===== config.mk =====
export PLATFORM = sky130hd
export DESIGN_NAME = grain_128a
export DESIGN_NICKNAME = d
export VERILOG_FILES = /design/src/rtl/grain_128a.sv
export SDC_FILE = /design/constraint.sdc
export NUM_CORES = 1
export LEC_CHECK = 0
export BUFFER_PORTS_ARGS = -buffer_cell sky130_fd_sc_hd__buf_2
export CAP_MARGIN = 20
export CORE_UTILIZATION = 45
export CTS_CLUSTER_SIZE = 16
export DETAILED_ROUTE_END_ITERATION = 8
export HOLD_SLACK_MARGIN = 0.02
export PLACE_DENSITY = 0.67
export SYNTH_ARGS = -nofsm -noshare
export SYNTH_HDL_FRONTEND = slang
export SYNTH_SLANG_ARGS = --single-unit

===== constraint.sdc =====
create_clock -name clk -period 2 [get_ports clk]
set_input_delay 0.1 -clock clk [delete_from_list [all_inputs] [get_ports clk]]
set_output_delay 0.1 -clock clk [all_outputs]
set_load 0.01 [all_outputs]

===== src/rtl/grain_128a.sv =====
// Grain-128a keystream generator (no authentication): 128-bit LFSR s and 128-bit NFSR b.
// Loads key/IV, runs 256 initialisation rounds, then produces one keystream bit per enabled clock.
module grain_128a (
  input  logic         clk,
  input  logic         n_reset,
  input  logic         initialise,
  input  logic         enable,
  input  logic [95:0]  IV,
  input  logic [127:0] key,
  output logic         key_stream,
  output logic         ready
);

  localparam int unsigned INIT_ROUNDS = 256;
  localparam logic [8:0]  CNT_LAST    = 9'(INIT_ROUNDS - 1);

  typedef enum logic [1:0] {LOAD, INIT, RUN} state_t;

  state_t       state;
  logic [127:0] s;
  logic [127:0] b;
  logic [8:0]   cnt;
  logic [127:0] key_bits;
  logic [95:0]  iv_bits;
  logic         f, g, h, y;

  // Bit 0 of the key/IV sits in the MSB of the port, so reverse into register order.
  always_comb begin
    key_bits = '0;
    iv_bits  = '0;
    for (int i = 0; i < 128; i++) key_bits[i] = key[127-i];
    for (int i = 0; i < 96; i++)  iv_bits[i]  = IV[95-i];
  end

  assign f = s[0] ^ s[7] ^ s[38] ^ s[70] ^ s[81] ^ s[96];

  assign g = s[0] ^ b[0] ^ b[26] ^ b[56] ^ b[91] ^ b[96]
           ^ (b[3] & b[67]) ^ (b[11] & b[13]) ^ (b[17] & b[18])
           ^ (b[27] & b[59]) ^ (b[40] & b[48]) ^ (b[61] & b[65])
           ^ (b[68] & b[84]) ^ (b[88] & b[92] & b[93] & b[95])
           ^ (b[22] & b[24] & b[25]) ^ (b[70] & b[78] & b[82]);

  assign h = (b[12] & s[8]) ^ (s[13] & s[20]) ^ (b[95] & s[42])
           ^ (s[60] & s[79]) ^ (b[12] & b[95] & s[94]);

  assign y = h ^ s[93] ^ b[2] ^ b[15] ^ b[36] ^ b[45] ^ b[64] ^ b[73] ^ b[89];

  assign key_stream = y & ready & enable;

  always_ff @(posedge clk or negedge n_reset) begin
    if (!n_reset) begin
      s     <= '0;
      b     <= '0;
      cnt   <= '0;
      ready <= 1'b0;
      state <= LOAD;
    end else if (initialise) begin
      ready <= 1'b0;
      state <= LOAD;
    end else begin
      case (state)
        LOAD: begin
          b     <= key_bits;
          s     <= {1'b0, {31{1'b1}}, iv_bits};
          cnt   <= '0;
          state <= INIT;
        end
        // During initialisation the output bit is fed back into both registers.
        INIT: begin
          s   <= {f ^ y, s[127:1]};
          b   <= {g ^ y, b[127:1]};
          cnt <= cnt + 9'd1;
          if (cnt == CNT_LAST) begin
            state <= RUN;
            ready <= 1'b1;
          end
        end
        RUN: begin
          if (enable) begin
            s <= {f, s[127:1]};
            b <= {g, b[127:1]};
          end
        end
        default: state <= LOAD;
      endcase
    end
  end

endmodule


# --- Yosys cells after proc, flatten, opt, wreduce, memory -nomap -nowiden ---
# Cells that the tools add are included.
word_totals:
  ff_bits: 268
  in_bits: 228
  elab_cells: 89
op_classes:
  add_sub_neg: 1
  n_eq_ne: 6
  muxes: 11
  bitwise: 57
  reduce_logical: 9
op_table:
  columns: ["cell", "count"]
  rows:
  - ["$pmux 128 s3", 2]
  - ["$mux 128", 2]
  - ["$xor 1x1->1", 34]
  - ["$and 1x1->1", 22]
  - ["$pmux 9 s2", 1]
  - ["$add 9x1->9 const B", 1]
  - ["$eq 9x8->1 const B", 1]
  - ["$pmux 2 s3", 1]
  - ["$reduce_and 2->1", 3]
  - ["$reduce_bool 2->1", 3]
  - ["$mux 2", 2]
  - ["$ne 2x2->1 const B", 2]
  - ["$mux 1", 3]
  - ["$ne 3x3->1 const B", 1]
  - ["$reduce_and 3->1", 1]
  - ["$reduce_bool 3->1", 1]
  - ["$eq 2x1->1 const B", 1]
  - ["$eq 2x2->1 const B", 1]
  - ["$logic_not 2->1", 1]
  - ["$not 1->1", 1]

# --- Longest topological paths before layout ---
logic_depth:
  depth_word: 17
  mapped_depth: 9
  ltp_nobuf: 7

# --- Worst setup path before layout ---
# No wires, ideal clock.
synth_timing:
  path_kind: "flip-flop to flip-flop"
  startpoint: "register state[0]"
  endpoint: "register b[117]"
  setup_ps: 83
  arrival_time_ps: 2000
  slack_ps: -82
  stages_incl_launch_ff: 10
  n_path_buf: 3
  path_cell_list: "dfrtp_1 -> inv_1 -> ha_1 -> inv_1 -> o21ai_1 -> clkbuf_1 -> clkbuf_1 -> buf_1 -> nand2_1 -> o21ai_0"
synth_between:
  elab_chain_cells: 3
  elab_cells_between_ends: 7
  cone_classes: "eq/ne: 3; mux: 1; reduce/logical: 3"
synth_rtl:
  columns: ["item", "line", "rtl"]
  rows:
  - ["start: declaration", "19", "state_t state;"]
  - ["start signal: assignment", "56", "state <= LOAD;"]
  - ["start signal: assignment", "59", "state <= LOAD;"]
  - ["start signal: assignment", "66", "state <= INIT;"]
  - ["$eq 2x2->1 (tied with other cells)", "61", "case (state)"]
  - ["$ne 2x2->1 (no source line) or $reduce_bool 3->1 (tied branches)", null, null]
  - ["$reduce_and 3->1 (no source line)", null, null]
  - ["end signal: assignment", "63", "b <= key_bits;"]
  - ["end signal: assignment", "71", "b <= {g ^ y, b[127:1]};"]
  - ["end signal: assignment", "81", "b <= {g, b[127:1]};"]
  - ["end: declaration", "21", "logic [127:0] b;"]
# Parallel ways exist; a longest one is shown, timed or not.
# A chain may end at the register's enable or synchronous reset.

# --- Worst setup path in the final report ---
layout_timing:
  startpoint: "register s[94]"
  endpoint: "output key_stream"
layout_between:
  elab_chain_cells: 12
layout_rtl:
  columns: ["item", "line", "rtl"]
  rows:
  - ["start: declaration", "20", "logic [127:0] s;"]
  - ["start signal: assignment", "64", "s <= {1'b0, {31{1'b1}}, iv_bits};"]
  - ["start signal: assignment", "70", "s <= {f ^ y, s[127:1]};"]
  - ["start signal: assignment", "80", "s <= {f, s[127:1]};"]
  - ["$and 1x1->1", "44", "^ (s[60] & s[79]) ^ (b[12] & b[95] & s[94]);"]
  - ["$xor 1x1->1", "44", null]
  - ["$xor 1x1->1 (8 in series)", "46", "assign y = h ^ s[93] ^ b[2] ^ b[15] ^ b[36] ^ b[45] ^ b[64] ^ b[73] ^ b[89];"]
  - ["$and 1x1->1 (2 in series)", "48", "assign key_stream = y & ready & enable;"]
  - ["end: declaration", "10", "output logic key_stream,"]
# No other way between the ends.

==> impl_metrics.env <==
export IMPL_status="finished with violations"
export IMPL_failed_checks="negative setup slack"
export IMPL_synth_area_per_cell_um2=8.758
export IMPL_gr_usage_all_layers=0.2436
export IMPL_grt_pass1_vias=12199
export IMPL_antenna_found_initial=2
export IMPL_syn_nets=1746
export IMPL_rsz0062_at_grt="true"
export IMPL_hp_start="key[46]"
export IMPL_seqCellArea_um2=6709
export IMPL_synthArstFlopShare=1.000
export IMPL_drt_total_wl_mm=38.13
export IMPL_clkTransAtPathRegs_ns=0.06
export IMPL_fp_dieH_um=173.5
export IMPL_r2r_setup_slack_ns=-0.02
export IMPL_whs_endpoint="b[81]"
export IMPL_cts_tree="done"
export IMPL_initial_utilization=0.4598
export IMPL_synth_top_area_share=0.5068
export IMPL_root_buffer="clkbuf_16"
export IMPL_cts_max_level=1
export IMPL_maxCapViolCount=0
export IMPL_coreArea_um2=28780
export IMPL_path_buf_inv=2
export IMPL_yosysWarningCount=0
export IMPL_crit_chain="and3b_1 -> o21ai_2 -> xnor3_1 -> xnor2_1 -> buf_4 -> and3_1 -> buf_2"
export IMPL_place_congestion=0.8080
export IMPL_crit_path_end_kind="primary output"
export IMPL_cp_slowest_cell="dfrtp_2"
export IMPL_drive_gt1_frac=0.1834
export IMPL_yosysTopAreaCell="dfrtp_1"
export IMPL_slowest_delay_ns=0.44
export IMPL_setup_viol=2
export IMPL_fmax_mhz=411.5
export IMPL_grt_overflow=0
export IMPL_tns_ns=-0.4497
export IMPL_synth_area_leaders="dfrtp_1 51%, a31oi_1 12%, nor2b_1 11%"
export IMPL_vias=12428
export IMPL_postRouteAntennaNets=0
export IMPL_setup_ws_ns=-0.4301
export IMPL_io_buffers=229
export IMPL_rows=62
export IMPL_ys_flop_type="dfrtp_1"
export IMPL_path_max_fanout=4
export IMPL_final_core_util=0.6438
export IMPL_cts_sinks=268
export IMPL_hold_depth=4
export IMPL_max_slew_worst_pin_slew_ns=0.4258
export IMPL_synth_most_common_cell="nand2_1"
export IMPL_die_area_um2=30100
export IMPL_layout_nets=2154
export IMPL_synth_distinct_cells=31
export IMPL_r2r_end="b[127]"
export IMPL_synthTopCellsByCount="277 x nand2_1, 268 x dfrtp_1, 254 x a31oi_1"
export IMPL_grt_pass1_wl_mm=60.89
export IMPL_arrival_ns=2.33
export IMPL_worstRegToRegCells=7
export IMPL_nFillCells=2243
export IMPL_clock_latency_ns=0.55
export IMPL_pre_cts_slack_ns=-0.1377
export IMPL_totalPowerFinal_mw=28.84
export IMPL_place_hpwl_mm=21.00
export IMPL_syn_inst=1511
export IMPL_synth_edf_count=0
export IMPL_power_density_nw_per_um2=1557
export IMPL_hold_viol_final=0
export IMPL_fin_skew_ns=0.01077
export IMPL_via_per_inst=5.341
export IMPL_worst_setup_path_type="reg2out"
export IMPL_multi_input_comb_area_um2=6043
export IMPL_drt_initial_drc_count=845
export IMPL_yosysSeqAreaShare=0.5068
export IMPL_maxSlewHeadroom=0.7161
export IMPL_hold_path_class="in2reg"
export IMPL_wire_per_inst_um=16.39
export IMPL_clockBufferDepth=3
export IMPL_cts_inserted_buffers=30
export IMPL_drc=0
export IMPL_r2r_start="s[94]"
export IMPL_first_pass_iters=8
export IMPL_syn_to_final_growth_pct=40.00
export IMPL_finalCritPeriodShare=1.215
export IMPL_syn_area_um2=13230
export IMPL_pin_count=230
export IMPL_start_kind="register"
export IMPL_drv_slew=0
export IMPL_path_delay_family="XOR/XNOR gates"
export IMPL_die_w_um=173.5
export IMPL_leakage_nw=8.089
export IMPL_grt_max_degree=131
export IMPL_worstPathRequired_ns=1.90
export IMPL_period_minus_slack_ns=2.430
export IMPL_synth_seq_cells=268
export IMPL_ir_drop_mv=1.160
## stage by stage
stage	std cells	cell area (µm²)	hold slack, ns
global route	2327	18530	0.03185
detailed placement	2042	15160	0.02725
global placement	2042	15160	0.02339
CTS	2312	18290	0.02077
finish	2327	18530	0.02456
floorplan	1511	13260	-0.1956
## how the worst max path moves through the flow
stage,from,end,cells past startpoint
after floorplan,state[1],b[100],9
after global placement,b[56],b[127],6
after detailed placement,b[56],b[127],6
after CTS,s[8],key_stream,7
after global routing,s[94],key_stream,7
final,s[94],key_stream,7
## cell usage in the layout (no fill, tap or decap), drive strengths merged
cell           n
ha             7
a22o           1
diode          2
xnor3          4
nor2b        223
o221ai         1
inv            6
and3b          1
nand4          1
buf          294
o21ai        231
xnor2         18
nor3b          1
a31oi        254
mux2i          5
nand2        277
or2            1
nand2b         1
clkinvlp       1
nor2          38
o21a           2
or3b           1
clkbuf        50
o211ai         1
nor3           3
a21oi          6
dlygate4sd3  216
and3           6
bufinv         1
a21boi         1
xor2           6
dfrtp        268
o31ai          1
clkinv         6
nand3          8
## registers in the layout (all words and copies together), names as in the netlist
| signal | count |
|---|---|
| b | 128 |
| cnt | 9 |
| ready | 1 |
| state | 2 |
| s | 128 |
## routing by layer
layer	share of wire	global-route usage
met3	0.050	0.03575
met1	0.44	0.3336
met2	0.48	0.3999
met4	0.026	0.07485
met5	0	0
## worst reg2reg max path, stage by stage (launching register included)
cell      delay [ns]
dfrtp_2         0.44
and3b_1         0.18
o21ai_2         0.11
xnor3_1         0.43
buf_4           0.15
xor2_1          0.18
or3b_1          0.38
o211ai_2        0.07
## cells by family (layout without fill, tap and decap cells)
kind of cell    Yosys count  in the layout  share of synthesized area
compound gates          498            498                     0.2142
xor+xnor                 28             28                    0.02269
fa+ha+maj                 7              7                   0.006618
buf+inv                 144            574                    0.04084
flops                   268            268                     0.5068
mux                       5              5                   0.003782
other cells               0              2                          0
simple gates            561            561                     0.2051
## where the power goes
part / total [mW] / leakage, nW / switching (mW) / internal, mW
Sequential: 9.66 / 3.32 / 1.69 / 7.97
Combinational: 13.8 / 4.30 / 7.94 / 5.87
Clock: 5.37 / 0.472 / 2.22 / 3.15
Total: 28.8 / 8.09 / 11.9 / 17.0
## cell type report
type	instances	share of cell area
clock buffers	45	0.04741
diodes	2	0.0002701
clock inverters	9	0.004254
inverters	5	0.001013
multi-input cells	1099	0.3262
well taps	384	0.02593
flip-flops and latches	268	0.3621
repair buffers	515	0.2328
## what timing repair did
action                                  in CTS  in global routing
endpoints found under the setup margin       2                182
pin swaps                                    3                  5
cloned                                       0                  5
gates resized for setup                      1                 18
buffers inserted                             0                  8
hold buffers                               216                  0
hold endpoints to repair                   486                  0
No activity file was read; power rests on OpenSTA's default activity.
